--- config.mk ---
export PLATFORM = sky130hd
export DESIGN_NAME = tc_psum_ctrl
export DESIGN_NICKNAME = d
export VERILOG_FILES = /design/src/rtl/tc_pkg.sv /design/src/rtl/tc_tile_walker.sv /design/src/rtl/tc_psum_ctrl.sv
export SDC_FILE = /design/constraint.sdc
export NUM_CORES = 1
export LEC_CHECK = 0
export ABC_AREA = 1
export CORE_UTILIZATION = 45
export CTS_CLUSTER_SIZE = 8
export DETAILED_ROUTE_END_ITERATION = 16
export GPL_TIMING_DRIVEN = 1
export PLACE_DENSITY_LB_ADDON = 0.1
export SYNTH_ARGS = -nofsm -noshare
export SYNTH_HDL_FRONTEND = slang
export SYNTH_SLANG_ARGS = --single-unit
--- constraint.sdc ---
create_clock -name clk -period 2.4 [get_ports clk]
set_input_delay 0.48 -clock clk [delete_from_list [all_inputs] [get_ports clk]]
set_output_delay 0.48 -clock clk [all_outputs]
set_load 0.01 [all_outputs]
--- src/rtl/tc_pkg.sv ---
// Shared constants for the sparse tensor core partial-sum path: default tile
// geometry, controller state encodings and the buffer arm latency.
package tc_pkg;

    localparam int TC_M         = 16;
    localparam int TC_N         = 16;
    localparam int TC_TILE_M    = 4;
    localparam int TC_DW_DATA   = 8;
    localparam int TC_DW_POS    = 4;
    localparam int TC_DW_K      = 8;
    localparam int TC_DRAIN_CYC = 20;

    // Cycles spent in ARM before beats are accepted (buffer input-phase entry latency)
    localparam int ARM_CYC = 3;

    typedef logic [2:0] tc_state_t;

    localparam tc_state_t ST_IDLE  = 3'd0;
    localparam tc_state_t ST_CLEAR = 3'd1;
    localparam tc_state_t ST_ARM   = 3'd2;
    localparam tc_state_t ST_ACCUM = 3'd3;
    localparam tc_state_t ST_DRAIN = 3'd4;
    localparam tc_state_t ST_DONE  = 3'd5;

endpackage

--- src/rtl/tc_tile_walker.sv ---
// Walks an M x N output tile in TILE_M-row beats, column-fastest, k_steps times.
// Shared with the weight-fetch sequencer, so it knows nothing about the buffer.
module tc_tile_walker #(
    parameter int M      = 16,
    parameter int N      = 16,
    parameter int TILE_M = 4,
    parameter int DW_POS = 4,
    parameter int DW_K   = 8
) (
    input  logic              clk,
    input  logic              rst,
    input  logic              clear,
    input  logic              advance,
    input  logic [DW_K-1:0]   k_steps,
    output logic [DW_POS-1:0] row,
    output logic [DW_POS-1:0] col,
    output logic              last
);

    localparam logic [DW_POS-1:0] COL_LAST = DW_POS'(N - 1);
    localparam logic [DW_POS-1:0] ROW_LAST = DW_POS'(M - TILE_M);
    localparam logic [DW_POS-1:0] ROW_STEP = DW_POS'(TILE_M);

    logic [DW_K-1:0] kcnt;
    logic            col_wrap;
    logic            row_wrap;

    assign col_wrap = (col == COL_LAST);
    assign row_wrap = (row == ROW_LAST);

    // The current address is the one the next beat lands on; last flags the final beat of the job
    assign last = col_wrap && row_wrap && ((kcnt + DW_K'(1)) == k_steps);

    always_ff @(posedge clk) begin
        if (rst || clear) begin
            row  <= '0;
            col  <= '0;
            kcnt <= '0;
        end else if (advance) begin
            if (col_wrap) begin
                col <= '0;
                if (row_wrap) begin
                    row  <= '0;
                    kcnt <= kcnt + DW_K'(1);
                end else begin
                    row <= row + ROW_STEP;
                end
            end else begin
                col <= col + DW_POS'(1);
            end
        end
    end

endmodule

--- src/rtl/tc_psum_ctrl.sv ---
// Job sequencer for the partial-sum accumulation buffer: clears and arms the buffer,
// streams k_steps passes of upstream beats into it, then runs the drain window.
module tc_psum_ctrl
    import tc_pkg::*;
#(
    parameter int M         = TC_M,
    parameter int N         = TC_N,
    parameter int TILE_M    = TC_TILE_M,
    parameter int DW_DATA   = TC_DW_DATA,
    parameter int DW_POS    = TC_DW_POS,
    parameter int DW_K      = TC_DW_K,
    parameter int DRAIN_CYC = TC_DRAIN_CYC
) (
    input  logic                      clk,
    input  logic                      rst,
    input  logic                      start,
    input  logic [DW_K-1:0]           k_steps,
    output logic                      busy,
    output logic                      done,
    input  logic                      up_valid,
    output logic                      up_ready,
    input  logic [TILE_M*DW_DATA-1:0] up_data,
    output logic                      ps_clr,
    output logic                      ps_input_en,
    output logic                      ps_out_en,
    output logic [DW_POS-1:0]         ps_row,
    output logic [DW_POS-1:0]         ps_col,
    output logic [TILE_M*DW_DATA-1:0] ps_in,
    input  logic                      ps_out_valid,
    output logic                      dn_row_valid,
    output logic [DW_POS-1:0]         dn_row_idx
);

    localparam int DCW = $clog2(DRAIN_CYC);

    tc_state_t         state;
    logic [DW_K-1:0]   k_lat;
    logic [1:0]        arm_cnt;
    logic [DCW-1:0]    drain_cnt;
    logic [DW_POS:0]   rows_seen;
    logic [DW_POS-1:0] walk_row;
    logic [DW_POS-1:0] walk_col;
    logic              walk_last;
    logic              xfer;

    tc_tile_walker #(
        .M      (M),
        .N      (N),
        .TILE_M (TILE_M),
        .DW_POS (DW_POS),
        .DW_K   (DW_K)
    ) u_walker (
        .clk     (clk),
        .rst     (rst),
        .clear   (state == ST_CLEAR),
        .advance (xfer),
        .k_steps (k_lat),
        .row     (walk_row),
        .col     (walk_col),
        .last    (walk_last)
    );

    assign up_ready    = (state == ST_ACCUM);
    assign xfer        = up_valid && up_ready;
    assign busy        = (state == ST_CLEAR) || (state == ST_ARM) ||
                         (state == ST_ACCUM) || (state == ST_DRAIN);
    assign done        = (state == ST_DONE);
    assign ps_clr      = (state == ST_CLEAR);
    assign ps_input_en = (state == ST_ARM) && (arm_cnt == 2'd0);
    // DRAIN opens while the last beat is still on ps_*, so the drain strobe waits one cycle
    assign ps_out_en   = (state == ST_DRAIN) && (drain_cnt == DCW'(1));

    // Rows past M are spurious buffer output and never reach downstream
    assign dn_row_valid = (state == ST_DRAIN) && ps_out_valid &&
                          (rows_seen < (DW_POS+1)'(M));
    assign dn_row_idx   = rows_seen[DW_POS-1:0];

    always_ff @(posedge clk) begin
        if (rst) begin
            state     <= ST_IDLE;
            k_lat     <= '0;
            arm_cnt   <= '0;
            drain_cnt <= '0;
            rows_seen <= '0;
            ps_in     <= '0;
            ps_row    <= '0;
            ps_col    <= '0;
        end else begin
            // The buffer sums every input-phase cycle, so idle cycles must present zero
            ps_in <= xfer ? up_data : '0;
            if (xfer) begin
                ps_row <= walk_row;
                ps_col <= walk_col;
            end

            case (state)
                ST_IDLE: begin
                    if (start) begin
                        k_lat <= k_steps;
                        state <= ST_CLEAR;
                    end
                end
                ST_CLEAR: begin
                    arm_cnt   <= '0;
                    drain_cnt <= '0;
                    rows_seen <= '0;
                    state     <= (k_lat == '0) ? ST_DRAIN : ST_ARM;
                end
                ST_ARM: begin
                    if (arm_cnt == 2'(ARM_CYC - 1)) begin
                        state <= ST_ACCUM;
                    end else begin
                        arm_cnt <= arm_cnt + 2'd1;
                    end
                end
                ST_ACCUM: begin
                    if (xfer && walk_last) begin
                        state <= ST_DRAIN;
                    end
                end
                ST_DRAIN: begin
                    drain_cnt <= drain_cnt + DCW'(1);
                    if (dn_row_valid) begin
                        rows_seen <= rows_seen + (DW_POS+1)'(1);
                    end
                    if (drain_cnt == DCW'(DRAIN_CYC - 1)) begin
                        state <= ST_DONE;
                    end
                end
                ST_DONE: begin
                    rows_seen <= '0;
                    state     <= ST_IDLE;
                end
                default: state <= ST_IDLE;
            endcase
        end
    end

endmodule

==> summary.txt <==
Clocking
  • Clk root buf: clkbuf_8
  • CTS tree: yes
  • Worst-Skew Late Latency: 0.35 ns
  • Worst-path clk slew: 0.07 ns
  • H-tree depth: 3
  • Clk sink count: 75
  • Max Buffers Root-to-Sink: 2
  • Hold_buf cts: 0
  • CTS Buf Count: 9

Setup path
  • Setup Crit Path Kind: flop to primary output
  • CP Launch Type: flop
  • CP arrival: 1.86 ns
  • Endpoint class of the critical path: primary output
  • Worst-path maximum fanout: 5
  • CP required: 1.92 ns
  • Reg2Reg Depth: 12

Synthesis
  • Post-synthesis cell area: 0.003167 mm^2
  • Synth unique cells: 30
  • Synth Register Bits: 75
  • Post-synthesis instance total: 419
  • Yosys warns: 0
  • Sequential area share after synthesis: 0.4741
  • Post-Syn Area per Cell: 7.558 um^2

Die
  • Die height: 85.89 um
  • # IOs: 96
  • # rows: 30
  • Initial Util: 0.4661
  • Die Footprint: 0.007377 mm^2
  • Core area: 0.006794 mm^2
  • Chip width: 85.89 um

Layout
  • Most frequent cells in the layout: clkdlybuf4s50_1, inv_1, dfxtp_1
  • Non-Filler Instances: 617
  • Ant diodes: 0
  • Fill count: 613
  • Finished Core Util: 0.6418
  • Post-route cell area: 0.004360 mm^2
  • Layout area overhead: 37.69%
  • Fin nets: 570
  • Share of cells above drive strength 1: 0.08637
  • Commonest non-fill, non-tap cell in the layout: clkdlybuf4s50_1

Placed design
  • HPWL Detailed: 4985 um
  • Port bufs: 93
  • Gpl congestion: 0.8119
  • Cell Count Post-Placement: 601
  • DP Area: 0.004174 mm^2
  • Worst slack at placement: 0.1347 ns

Timing
  • Tmin final: 2.344 ns
  • Setup violators final: 0
  • Fmax: 426.7 MHz
  • Setup ws final: 0.05639 ns
  • Hold slack: 0.4678 ns
  • Layout Skew: 0.01261 ns
  • Slew Viols, Final: 0
  • Period utilization: 0.9765
  • Hold Violations, Final: 0
  • RSZ-0062 raised after global routing: true

Route
  • Post-DRT Antenna Nets: 0
  • Drt drc: 0
  • Routed WL per cell: 11.14 um
  • Final WL: 6872 um
  • Via/cell ratio: 4.645
  • Iter 0 DRT Violations: 117
  • Router iterations before antenna repair: 5
  • DR vias: 2866

Worst hold path
  • Hold path cells: 2
  • Worst hold-check path type: flop to flop

Power
  • Pwr/cell area: 703.7 mW/mm^2
  • Peak supply drop: 0.4106 mV
  • Leakage power: 0.001908 uW

Global routing
  • Initial antenna violation count: 0
  • Global-route wire length before repair: 11520 um
  • Total gr overflow: 0
  • Vias in the first global route: 2636
  • Largest net degree at the start of global routing: 21
  • GRT Total Usage: 0.1994

Run
  • Max-cap violation count: 0

Status
  • Outcome: finished, final reports clean
[final cells by class]
cell class | instances | area (um^2) | share of cell area
clock inverters | 6 | 41.29 | 0.009469
clock buffers | 10 | 127.6 | 0.02927
multi-input cells | 249 | 1275 | 0.2924
repair buffers | 101 | 992.2 | 0.2275
flip-flops and latches | 75 | 1504 | 0.3449
inverters | 80 | 300.3 | 0.06887
well taps | 96 | 120.1 | 0.02755
[synthesized netlist by cell type (all sizes together)]
library cell | count | area, um^2
a211oi | 7 | 57.55
a21oi | 33 | 165.2
a31oi | 4 | 25.02
buf | 14 | 100.1
clkbuf | 2 | 7.510
conb | 1 | 3.750
dfxtp | 75 | 1501
ha | 9 | 112.6
inv | 80 | 300.3
nand2 | 63 | 246.5
nand3 | 24 | 120.1
nand4 | 6 | 43.79
nor2 | 62 | 257.8
nor3 | 9 | 55.05
nor4 | 1 | 6.260
o211a | 1 | 10.01
o21a | 1 | 7.510
o21ai | 24 | 120.1
o221a | 1 | 11.26
o22ai | 1 | 6.260
xor2 | 1 | 8.760
[final timing paths]
| path | slack, ns | end | startpoint |
|---|---|---|---|
| setup / recovery | 0.06 | busy | state[0]$_SDFFE_PP0P_ |
| setup reg to reg | 0.65 | state[1]$_SDFFE_PP0P_ | u_walker.kcnt[0]$_SDFFE_PP0P_ |
| hold / removal | 0.47 | ps_col[2]$_SDFFE_PP0P_ | ps_col[2]$_SDFFE_PP0P_ |
| hold reg to reg | 0.47 | ps_col[2]$_SDFFE_PP0P_ | ps_col[2]$_SDFFE_PP0P_ |
[registers in the layout, summed over array words and instances (netlist names)]
name,flops
arm_cnt,2
drain_cnt,5
k_lat,8
ps_col,4
ps_in,32
ps_row,2
rows_seen,5
state,3
u_walker.col,4
u_walker.kcnt,8
u_walker.row,2
[critical path, stage by stage (launching register included)]
cell,delay [ns]
dfxtp_2,0.41
inv_1,0.09
nor2_1,0.16
inv_2,0.08
nor2_4,0.13
inv_2,0.08
nand2_1,0.13
inv_1,0.05
o21ai_0,0.09
dlygate4sd2_1,0.30
[logic make-up (layout without fill, tap and decap cells)]
| family | after synthesis | after routing | synth area share |
|---|---|---|---|
| and+or+nand+nor | 165 | 165 | 0.2303 |
| other | 1 | 2 | 0.001184 |
| DFF | 75 | 75 | 0.4741 |
| buffers and inverters | 96 | 197 | 0.1288 |
| AOI/OAI and AO/OA | 72 | 72 | 0.1272 |
| xor gates and xnor gates | 1 | 1 | 0.002766 |
| adders and majority gates | 9 | 9 | 0.03556 |
[timing repair]
| action | in CTS | in global routing |
|---|---|---|
| resized for setup | 4 | 3 |
| endpoints found under the hold margin | 0 | 0 |
| cloned | 0 | 0 |
| setup buffers | 0 | 0 |
| setup endpoints to repair | 3 | 3 |
[power breakdown]
part,switching [uW],internal [uW]
registers,88.1,1350
clock network,472,377
logic,450,335
total,1010,2060
[metrics by stage]
step            TNS, ns  total power [uW]
2_1_floorplan         0              1942
3_3_place_gp          0              2221
3_5_place_dp          0              2231
4_1_cts               0              3093
5_1_grt        -0.01750              3251
6_report              0              3069
[routing by layer]
metal | vias to the layer above | global-route usage | share of wire
met5 | - | 0 | 0
met4 | 0 | 0.08182 | 0.013
met3 | 9 | 0.07218 | 0.071
met2 | 92 | 0.3333 | 0.48
met1 | 1253 | 0.2311 | 0.44
li1 | 1512 | - | -
(Power assumes the default switching activity.)
